## src/rtl/lifo_stack_if.sv

```systemverilog
// Bus bundle for lifo_stack: push/pop handshake, data paths and status.
// The LIFO_STACK_PEEK_EN build adds the top_data/top_valid peek signals.
interface lifo_stack_if #(
  parameter int DATA_W = 8,
  parameter int DEPTH  = 16
);
  localparam int CNT_W = $clog2(DEPTH + 1);

  logic              push;
  logic              pop;
  logic [DATA_W-1:0] data_in;
  logic              err_clear;
  logic [DATA_W-1:0] data_out;
  logic              out_valid;
  logic              full;
  logic              empty;
  logic [CNT_W-1:0]  count;
  logic              overflow;
  logic              underflow;
`ifdef LIFO_STACK_PEEK_EN
  logic [DATA_W-1:0] top_data;
  logic              top_valid;

  modport master (
    output push, pop, data_in, err_clear,
    input  data_out, out_valid, full, empty, count, overflow, underflow,
    input  top_data, top_valid
  );

  modport slave (
    input  push, pop, data_in, err_clear,
    output data_out, out_valid, full, empty, count, overflow, underflow,
    output top_data, top_valid
  );
`else
  modport master (
    output push, pop, data_in, err_clear,
    input  data_out, out_valid, full, empty, count, overflow, underflow
  );

  modport slave (
    input  push, pop, data_in, err_clear,
    output data_out, out_valid, full, empty, count, overflow, underflow
  );
`endif
endinterface

```

## src/rtl/lifo_stack.sv

```systemverilog
// Parametrised LIFO stack with sticky overflow/underflow flags and
// simultaneous push/pop. Optional peek port under LIFO_STACK_PEEK_EN.
module lifo_stack #(
  parameter int DATA_W = 8,
  parameter int DEPTH  = 16
) (
  input  logic           clk,
  input  logic           reset,
  lifo_stack_if.slave    bus
);
  localparam int CNT_W = $clog2(DEPTH + 1);
  localparam int AW    = (DEPTH > 1) ? $clog2(DEPTH) : 1;
  localparam logic [CNT_W-1:0] CNT_MAX = CNT_W'(DEPTH);

  logic [DATA_W-1:0] mem [0:DEPTH-1];

  logic [CNT_W-1:0]  count_q, count_d, count_m1;
  logic              full_q, full_d;
  logic              empty_q, empty_d;
  logic [DATA_W-1:0] data_out_q, data_out_d;
  logic              out_valid_q, out_valid_d;
  logic              overflow_q, overflow_d;
  logic              underflow_q, underflow_d;

  logic              wr_en;
  logic [AW-1:0]     wr_addr;
  logic [AW-1:0]     top_addr;
  logic              push_refused;
  logic              pop_refused;

  assign count_m1 = count_q - CNT_W'(1);
  assign top_addr = AW'(count_m1);

  always_comb begin
    count_d      = count_q;
    data_out_d   = data_out_q;
    out_valid_d  = 1'b0;
    wr_en        = 1'b0;
    wr_addr      = AW'(count_q);
    push_refused = 1'b0;
    pop_refused  = 1'b0;

    if (bus.push && !bus.pop) begin
      if (full_q) begin
        push_refused = 1'b1;
      end else begin
        wr_en   = 1'b1;
        count_d = count_q + CNT_W'(1);
      end
    end else if (bus.pop && !bus.push) begin
      if (empty_q) begin
        pop_refused = 1'b1;
      end else begin
        data_out_d  = mem[top_addr];
        out_valid_d = 1'b1;
        count_d     = count_m1;
      end
    end else if (bus.push && bus.pop) begin
      out_valid_d = 1'b1;
      if (empty_q) begin
        // Nothing stored: the pushed word passes straight through.
        data_out_d = bus.data_in;
      end else begin
        data_out_d = mem[top_addr];
        wr_en      = 1'b1;
        wr_addr    = top_addr;
      end
    end

    // A fresh refusal outranks err_clear in the same cycle.
    overflow_d  = (overflow_q  & ~bus.err_clear) | push_refused;
    underflow_d = (underflow_q & ~bus.err_clear) | pop_refused;
    full_d      = (count_d == CNT_MAX);
    empty_d     = (count_d == '0);
  end

  always_ff @(posedge clk) begin
    if (reset) begin
      count_q     <= '0;
      full_q      <= 1'b0;
      empty_q     <= 1'b1;
      data_out_q  <= '0;
      out_valid_q <= 1'b0;
      overflow_q  <= 1'b0;
      underflow_q <= 1'b0;
    end else begin
      count_q     <= count_d;
      full_q      <= full_d;
      empty_q     <= empty_d;
      data_out_q  <= data_out_d;
      out_valid_q <= out_valid_d;
      overflow_q  <= overflow_d;
      underflow_q <= underflow_d;
    end
  end

  // Storage is never cleared; reset only blocks the write of that cycle.
  always_ff @(posedge clk) begin
    if (wr_en && !reset) begin
      mem[wr_addr] <= bus.data_in;
    end
  end

  assign bus.count     = count_q;
  assign bus.full      = full_q;
  assign bus.empty     = empty_q;
  assign bus.data_out  = data_out_q;
  assign bus.out_valid = out_valid_q;
  assign bus.overflow  = overflow_q;
  assign bus.underflow = underflow_q;

`ifdef LIFO_STACK_PEEK_EN
  assign bus.top_data  = empty_q ? '0 : mem[top_addr];
  assign bus.top_valid = ~empty_q;
`endif

endmodule

```

## src/flat_wrapper.sv

```systemverilog
// flat-port wrapper written by rule: the top's interface ports become plain ports
module lifo_stack_flat 
#(
  parameter int DATA_W = 8,
  parameter int DEPTH  = 16
)
  (clk, reset, bus_push, bus_pop, bus_data_in, bus_err_clear, bus_data_out, bus_out_valid, bus_full, bus_empty, bus_count, bus_overflow, bus_underflow);
  lifo_stack_if #(.DATA_W(DATA_W), .DEPTH(DEPTH)) bus_i ();
  input  logic clk;
  input  logic reset;
  input wire logic [$bits(bus_i.push)-1:0] bus_push;
  input wire logic [$bits(bus_i.pop)-1:0] bus_pop;
  input wire logic [$bits(bus_i.data_in)-1:0] bus_data_in;
  input wire logic [$bits(bus_i.err_clear)-1:0] bus_err_clear;
  output wire logic [$bits(bus_i.data_out)-1:0] bus_data_out;
  output wire logic [$bits(bus_i.out_valid)-1:0] bus_out_valid;
  output wire logic [$bits(bus_i.full)-1:0] bus_full;
  output wire logic [$bits(bus_i.empty)-1:0] bus_empty;
  output wire logic [$bits(bus_i.count)-1:0] bus_count;
  output wire logic [$bits(bus_i.overflow)-1:0] bus_overflow;
  output wire logic [$bits(bus_i.underflow)-1:0] bus_underflow;
  assign bus_i.push = bus_push;
  assign bus_i.pop = bus_pop;
  assign bus_i.data_in = bus_data_in;
  assign bus_i.err_clear = bus_err_clear;
  assign bus_data_out = bus_i.data_out;
  assign bus_out_valid = bus_i.out_valid;
  assign bus_full = bus_i.full;
  assign bus_empty = bus_i.empty;
  assign bus_count = bus_i.count;
  assign bus_overflow = bus_i.overflow;
  assign bus_underflow = bus_i.underflow;
  lifo_stack #(.DATA_W(DATA_W), .DEPTH(DEPTH)) u_core (.clk(clk), .reset(reset), .bus(bus_i));
endmodule
```

## config.mk

```make
export PLATFORM = sky130hd
export DESIGN_NAME = lifo_stack_flat
export DESIGN_NICKNAME = d
export VERILOG_FILES = /design/src/rtl/lifo_stack_if.sv /design/src/rtl/lifo_stack.sv /design/src/flat_wrapper.sv
export SDC_FILE = /design/constraint.sdc
export NUM_CORES = 1
export LEC_CHECK = 0
export ABC_AREA = 1
export ABC_CLOCK_PERIOD_IN_PS = 4940
export CAP_MARGIN = 20
export CORE_ASPECT_RATIO = 1.2
export CORE_MARGIN = 3
export CORE_UTILIZATION = 30
export CTS_CLUSTER_SIZE = 12
export DETAILED_ROUTE_END_ITERATION = 10
export SLEW_MARGIN = 20
export SYNTH_ARGS = -nofsm -noshare
export SYNTH_HDL_FRONTEND = slang
export SYNTH_SLANG_ARGS = --single-unit
```

## constraint.sdc

```tcl
create_clock -name clk -period 4.94 [get_ports clk]
set_input_delay 0.741 -clock clk [delete_from_list [all_inputs] [get_ports clk]]
set_output_delay 0.741 -clock clk [all_outputs]
set_load 0.05 [all_outputs]
```

# Yosys cells after proc, flatten, opt, wreduce, memory -nomap -nowiden
# Memories as Yosys holds them, arrays and structs flattened.
# Index checks and enable logic that the tools add are counted.
dict set report op_classes {
  div 0
  n_lt_le_gt_ge 0
  reduce_logical 11
  mul 0
  addsub 2
  shifts 0
  bitwise 6
  n_eq_ne 2
  muxes 26
}
# cell count
set ops {}
lappend ops {{2-to-1 mux 8 bit} 4}
lappend ops {{2-to-1 mux 5 bit} 4}
lappend ops {{2-to-1 mux 4 bit} 4}
lappend ops {{2-to-1 mux 1 bit} 14}
lappend ops {{adder 5 x 1 -> 5 bit, second input constant} 1}
lappend ops {{== test 5 bit, second input constant} 1}
lappend ops {{zero test 5 bit} 1}
lappend ops {{subtractor 5 x 1 -> 5 bit, second input constant} 1}
lappend ops {{logical AND 1 bit} 4}
lappend ops {{zero test 1 bit} 3}
lappend ops {{AND reduction 3 bit} 1}
lappend ops {{AND 1 bit} 2}
lappend ops {{inequality test 2 bit, second input constant} 1}
lappend ops {{inverter 1 bit} 2}
lappend ops {{bitwise OR 1 bit} 2}
lappend ops {{nonzero test 2 bit} 1}
lappend ops {{OR reduction 2 bit} 1}
dict set report totals {
  ff_bits 18
  wordCells 55
  memories 1
  out_inout_bits 18
  ramBits 128
  in_bits 13
  latchBits 0
  rom_bits 0
}
# name depth width read_ports rd_clocked_by_memory_dff wr line
set mem_list {}
lappend mem_list {u_core.mem 16 8 1 0 1 lifo_stack.sv:15} ;# logic [DATA_W-1:0] mem [0:DEPTH-1];

# Depth between registers and ports, before layout
# Gate-level depths: netlist of run 1.
dict set report depth {
  word_depth 7
  ltp_mapped 14
  ltp_nobuf 10
}

# Least setup slack after synthesis of run 1
# OpenSTA, ideal clock, no wires.
dict set report synth_timing {
  path_type {register to register}
  startpoint {register u_core.count_q[0], in the netlist u_core.bus.count[0]}
  endpoint {memory u_core.mem[13][0] (enable)}
  path_buffers 4
  setup_slack_ns 2.009
  period_less_slack_ns 2.931
  arrival_ns 2.561
  setup_time_ns 0.370
  stages_incl_launch_ff 12
  cell_sequence {dfxtp_1 clkbuf_2 inv_2 buf_4 buf_4 ha_1 buf_2 clkinv_1 nand3_1 o21a_1 nand3_1 nor2_1}
}
dict set report synth_between {
  elab_chain_len 5
}
# item line
set synth_lines {}
lappend synth_lines {{from (decl)} lifo_stack.sv:17} ;# logic [CNT_W-1:0] count_q, count_d, count_m1;
lappend synth_lines {{from (signal assigned)} lifo_stack.sv:87} ;# count_q <= count_d;
lappend synth_lines {{subtractor 5 x 1 -> 5 bit} lifo_stack.sv:31} ;# assign count_m1 = count_q - CNT_W'(1);
lappend synth_lines {{2-to-1 mux 4 bit} lifo_stack.sv:60} ;# if (empty_q) begin
lappend synth_lines {{2-to-1 mux 4 bit} lifo_stack.sv:58} ;# end else if (bus.push && bus.pop) begin
lappend synth_lines {{2-to-1 mux 4 bit} lifo_stack.sv:50} ;# end else if (bus.pop && !bus.push) begin
lappend synth_lines {{2-to-1 mux 4 bit *} lifo_stack.sv:43} ;# if (bus.push && !bus.pop) begin
lappend synth_lines {{to (decl)} lifo_stack.sv:15}
# Every way passes the cells marked *; elsewhere a longest branch is shown, timed or not.

# Worst setup path in the final report of run 1
dict set report layout_timing {
  startpoint {register u_core.count_q[0], in the netlist u_core.bus.count[0]}
  endpoint {output bus_count[0]}
}
# item line
set layout_lines {}
lappend layout_lines {{to (decl)} flat_wrapper.sv:19} ;# output wire logic [$bits(bus_i.count)-1:0] bus_count;
# No word-level cell between the ends.

==> results.cfg, run 1 <==
[drt]
wl_per_cell_um = 15.8
post_drt_via_cell_ratio = 4.60
wl_um = 15700
drtIter0Drc = 441
ant_nets = 0
num_vias = 4570
drt_drc_violations_left = 0
firstDrtPassIters = 5

[hold_path]
hold_path.class = flop to flop
worstHoldStart = u_core.bus.underflow$_SDFF_PP0_

[finish]
fillCellCount = 2130
nets = 726
layout-drive-gt1-share = 0.0608
n_antenna_cell = 0
multi_input_area_um2 = 1810
design_area_um2 = 7600
regArea_um2 = 4210
area_delta_synth_final_pct = 17.4

[sta]
clock_skew_ns = 0.0112
setup_tns_ns = 0
finalHoldViolCount = 0
rsz0062_at_grt = no
finalMaxSlewViolations = 0
max_freq_mhz = 332
finalCritPeriodShare = 0.610
maxSlewHeadroom = 0.376
worst_slew_pin_slew_ns = 0.933
setup_violations = 0
period_needed_ns = 3.01

[yosys]
synth_seq_area_share = 0.649
netlist_area_um2 = 6480
yosysTopAreaCell = edfxtp_1
synth_cells = 683
synth_common_cells = 247 x nand2_1, 128 x edfxtp_1, 97 x nand3_1
yosys_register_bits = 146
synth.distinct_cells = 29
async_flop_share = 0
synthMostInstantiatedCell = nand2_1
synth_top_area_frac = 0.593
synth_edf_count = 128
avgSynthCellArea_um2 = 9.49
synthTopCellsByArea = edfxtp_1 59%, nand2_1 14%, nand3_1 7.5%, dfxtp_1 5.6%, inv_1 4.9%
yosysWarnings = 0
ys.flop_type = edfxtp_1
synthesis.nets = 698

[global_route]
track_usage = 0.137
grt_pass1_vias = 4478
antenna_found_initial = 0
grt_max_degree = 70
grt_pass1_wl_um = 24500
grt-ovfl-total = 0

[run_status]
status = complete, no violations

[floorplanning]
core_um2 = 21100
num_rows = 58
die_w_um = 140
die_h_um = 167
die_area_um2 = 23400
start_util = 0.307
io_pins = 31

[critical_path]
crit_chain = buf_4 -> clkdlybuf4s50_1
worstPathArrival_ns = 2.27
path_buf_inv = 2
cp-end-kind = primary output
critPathLaunch = u_core.bus.count[0]$_SDFF_PP0_
path_max_fanout = 69
critPathMaxStageDelay_ns = 0.93
cp.required_ns = 4.20
crit_family = buffers and inverters
r2r_start = u_core.bus.count[1]$_SDFF_PP0_
critPathSlowestCell = clkdlybuf4s50_1
critPathLaunchType = flop
critical_path_class = flop to primary output

[clocking]
cts_tree = done
clk_pin_slew_ns = 0.06
insertion_delay_ns = 0.42
cts_setup_buffers = 0
clkSinkCount = 146
ctsLongestPathBuffers = 2
cts_root_buf = clkbuf_16
htree_levels = 4
cts_resized = 0
cts_hold_buf = 0
numCtsBuffers = 17

[power_and_ir_drop]
p_leak_nw = 3.10
internal_power_mw = 2.26
combinationalPowerShare = 0.166
p_sw_frac = 0.280
seq_power_share = 0.441
total_power_mw = 3.14
vdd_drop_max_mv = 0.188
p_sw_mw = 0.878
powerDensity_nw_per_um2 = 413
clkPwrFrac = 0.393

[place]
dpl.hpwl_um = 9880
place_congestion = 0.842
place_area_um2 = 7040
io_buffers = 30

[run]
drv_cap = 0
[flip-flops by register name, indices dropped and copies added (netlist names)]
name,flops
u_core.bus.data_out,8
u_core.bus.empty,1
u_core.bus.overflow,1
u_core.bus.underflow,1
u_core.mem,128
u_core.bus.out_valid,1
u_core.bus.count,5
u_core.bus.full,1
[metal layers]
metal,vias to the layer above,track usage,part of all wire
met1,2140,0.174,0.43
met3,27,0.0322,0.050
met4,0,0.0531,0.026
met2,132,0.225,0.49
met5,-,0,0
li1,2271,-,-
[kinds of logic after synthesis]
logic type / synth area share
AOI/OAI and AO/OA: 0.0247
xor gates and xnor gates: 0.00521
adders and majority gates: 0.00386
buffers and inverters: 0.0712
DFF: 0.649
and+or+nand+nor: 0.246
[stage by stage]
step,hold WS (ns),std cells,setup slack [ns],utilization
final,0.462,994,1.93,0.360
after global routing,0.490,994,1.68,0.360
after CTS,0.463,994,1.89,0.360
after detailed placement,0.454,962,1.55,0.333
after global placement,0.452,962,1.60,0.333
after floorplan,0.684,683,2.01,-
[power groups by stage]
stage	Combinational [mW]	Clock [mW]	Sequential, mW
final	0.522	1.23	1.38
after detailed placement	0.522	0	1.41
after floorplan	0.297	0	1.46
after CTS	0.524	1.25	1.38
after global placement	0.520	0	1.41
after global routing	0.572	1.31	1.39
[path summary, 6_finish.rpt]
check,endpoint,slack (ns),depth (start not counted)
worst min register to register,u_core.bus.underflow$_SDFF_PP0_,0.46,2
worst min-delay path,u_core.bus.underflow$_SDFF_PP0_,0.46,2
worst max-delay path,bus_count[0],1.93,2
worst max register to register,u_core.mem[13][4]$_DFFE_PP_,2.07,7
[worst register-to-register path: stages (launching register included)]
cell     delay [ns]
dfxtp_1        0.42
inv_1          0.12
ha_1           0.26
xor2_2         0.73
a21oi_2        0.15
inv_1          0.12
nand2_1        0.13
nor2_1         0.58
[layout make-up]
class	instances	share of cell area
Clock buffer	20	0.0574
Clock inverter	12	0.0173
Inverter	87	0.0429
Multi-Input combinational cell	422	0.239
Sequential cell	146	0.553
Tap cell	270	0.0444
Timing Repair Buffer	37	0.0464
[placed cells by master, fill, tap and decap left out, drive strengths merged]
master	count
nand3b	1
clkbuf	20
buf	7
bufinv	2
clkdlybuf4s50	30
a21boi	1
edfxtp	128
nor2	40
clkinv	6
xnor2	1
nand3	98
a21oi	15
clkinvlp	3
nand2	249
inv	88
xor2	2
dfxtp	18
ha	2
o21a	2
o21ai	11
Power figures use the tool's default switching activity.
==> run 2, diff against run 1 <==
ABC_CLOCK_PERIOD_IN_PS = 2900   (was 4940)
clock period = 2.9 ns   (was 4.94 ns; I/O delays follow)
==> run 2 against run 1 <==
Worst setup slack got worse by 1.7 ns; first-iteration DRC count decreased by 20%; core utilization increased by 0.99 points; largest power group unchanged; highest routed layer unchanged.
==> results.cfg, run 2 (synthesis results as in run 1) <==
[floorplanning]
die_h_um = 167
num_rows = 58
start_util = 0.307
core_um2 = 21100
die_area_um2 = 23400
io_pins = 31
die_w_um = 140

[drt]
num_vias = 4580
ant_nets = 0
wl_um = 15800
firstDrtPassIters = 5
drtIter0Drc = 351
drt_drc_violations_left = 0
wl_per_cell_um = 15.4
post_drt_via_cell_ratio = 4.49

[place]
io_buffers = 30
place_congestion = 0.898
dpl.hpwl_um = 10800
dp_cells = 988

[critical_path]
critPathMaxStageDelay_ns = 0.94
path_buf_inv = 2
crit_family = buffers and inverters
path_max_fanout = 69
crit_chain = buf_4 -> clkdlybuf4s50_1
critical_path_class = flop to primary output
cp.required_ns = 2.47
critPathLaunchType = flop
r2r_slack_ns = 0.58
cp-end-kind = primary output
worstPathArrival_ns = 2.27
critPathSlowestCell = clkdlybuf4s50_1

[clocking]
cts_root_buf = clkbuf_16
htree_levels = 4
cts_tree = done
cts_setup_buffers = 0
ctsLongestPathBuffers = 2
clkSinkCount = 146
clk_pin_slew_ns = 0.06
cts_hold_buf = 0
insertion_delay_ns = 0.42
numCtsBuffers = 17
cts_resized = 0

[finish]
nets = 752
area_delta_synth_final_pct = 20.6
largest-register = u_core.mem
layout-drive-gt1-share = 0.0987
final_common_cell = nand2_1
fillCellCount = 2071
largest_register_ffs = 128
fin_cells = 1020
regArea_um2 = 4210
multi_input_area_um2 = 1810
n_antenna_cell = 0
final_cell_mix = 247 x nand2_1, 128 x edfxtp_1, 97 x nand3_1

[global_route]
grt_pass1_vias = 4371
grt_max_degree = 70
grt_pass1_wl_um = 24500
grt-ovfl-total = 0
antenna_found_initial = 0
track_usage = 0.138

[sta]
setup_violations = 0
finalCritPeriodShare = 0.931
finalMaxSlewViolations = 0
setup_tns_ns = 0
rsz0062_at_grt = no
worst_slew_pin_slew_ns = 0.785
clock_skew_ns = 0.0108
maxSlewHeadroom = 0.475
max_freq_mhz = 370
period_needed_ns = 2.70
finalHoldViolCount = 0

[power_and_ir_drop]
powerDensity_nw_per_um2 = 691
p_leak_nw = 3.25
vdd_drop_max_mv = 0.423
total_power_mw = 5.40

[run]
drv_cap = 0

[hold_path]
hold_path.class = flop to flop

[run_status]
status = complete, no violations
-- run 2: cell types whose count changed in the layout (fill, tap and decap cells not counted) --
cell and delta:
clkinv_2 +2, clkinv_1 -1, inv_6 +1, buf_4 +26, clkinv_4 +2, clkbuf_1 -3
clkinvlp_4 -1
-- run 2: per-layer routing --
layer	global-route usage	vias to the layer above	wire, um
met3	0.0213	33	636
li1	-	2326	-
met1	0.172	2088	6650
met2	0.234	133	7990
met5	0	-	0
met4	0.0624	0	474
-- run 2: stage by stage --
step                setup WS, ns  instance area (um2)   util  hold WS (ns)
detailed placement         0.176                 7230  0.342         0.456
CTS                        0.148                 7810  0.370         0.466
floorplan                  0.155                 6480      -         0.534
finish                     0.199                 7810  0.370         0.464
global route              0.0386                 7810  0.370         0.483
global placement           0.199                 7230  0.342         0.454
-- run 2: worst paths after layout --
check	cells after the start	endpoint	start
worst min register to register	2	u_core.bus.underflow$_SDFF_PP0_	u_core.bus.underflow$_SDFF_PP0_
worst min-delay path	2	u_core.bus.underflow$_SDFF_PP0_	u_core.bus.underflow$_SDFF_PP0_
worst max-delay path	2	bus_count[0]	u_core.bus.count[0]$_SDFF_PP0_
worst max register to register	7	u_core.mem[13][1]$_DFFE_PP_	u_core.bus.count[0]$_SDFF_PP0_
-- run 2: worst min-delay path, cell delays in order (launching register included) --
cell     delay, ns
dfxtp_1       0.31
nand2_1       0.06
a21oi_1       0.05
-- run 2: report_power, final --
| group | total, mW | internal [mW] | leakage, nW | switching [mW] |
|---|---|---|---|---|
| clock network | 2.14 | 1.27 | 0.284 | 0.866 |
| registers | 2.35 | 2.33 | 1.30 | 0.0247 |
| logic | 0.906 | 0.271 | 1.66 | 0.634 |
-- run 2: area by class of cell --
cell class	instances	share of cell area
multi-input combinational	422	0.232
sequential	146	0.538
timing repair buffer	63	0.0701
clock buffer	17	0.0544
clock inverter	15	0.0200
tap	270	0.0432
inverter	87	0.0418
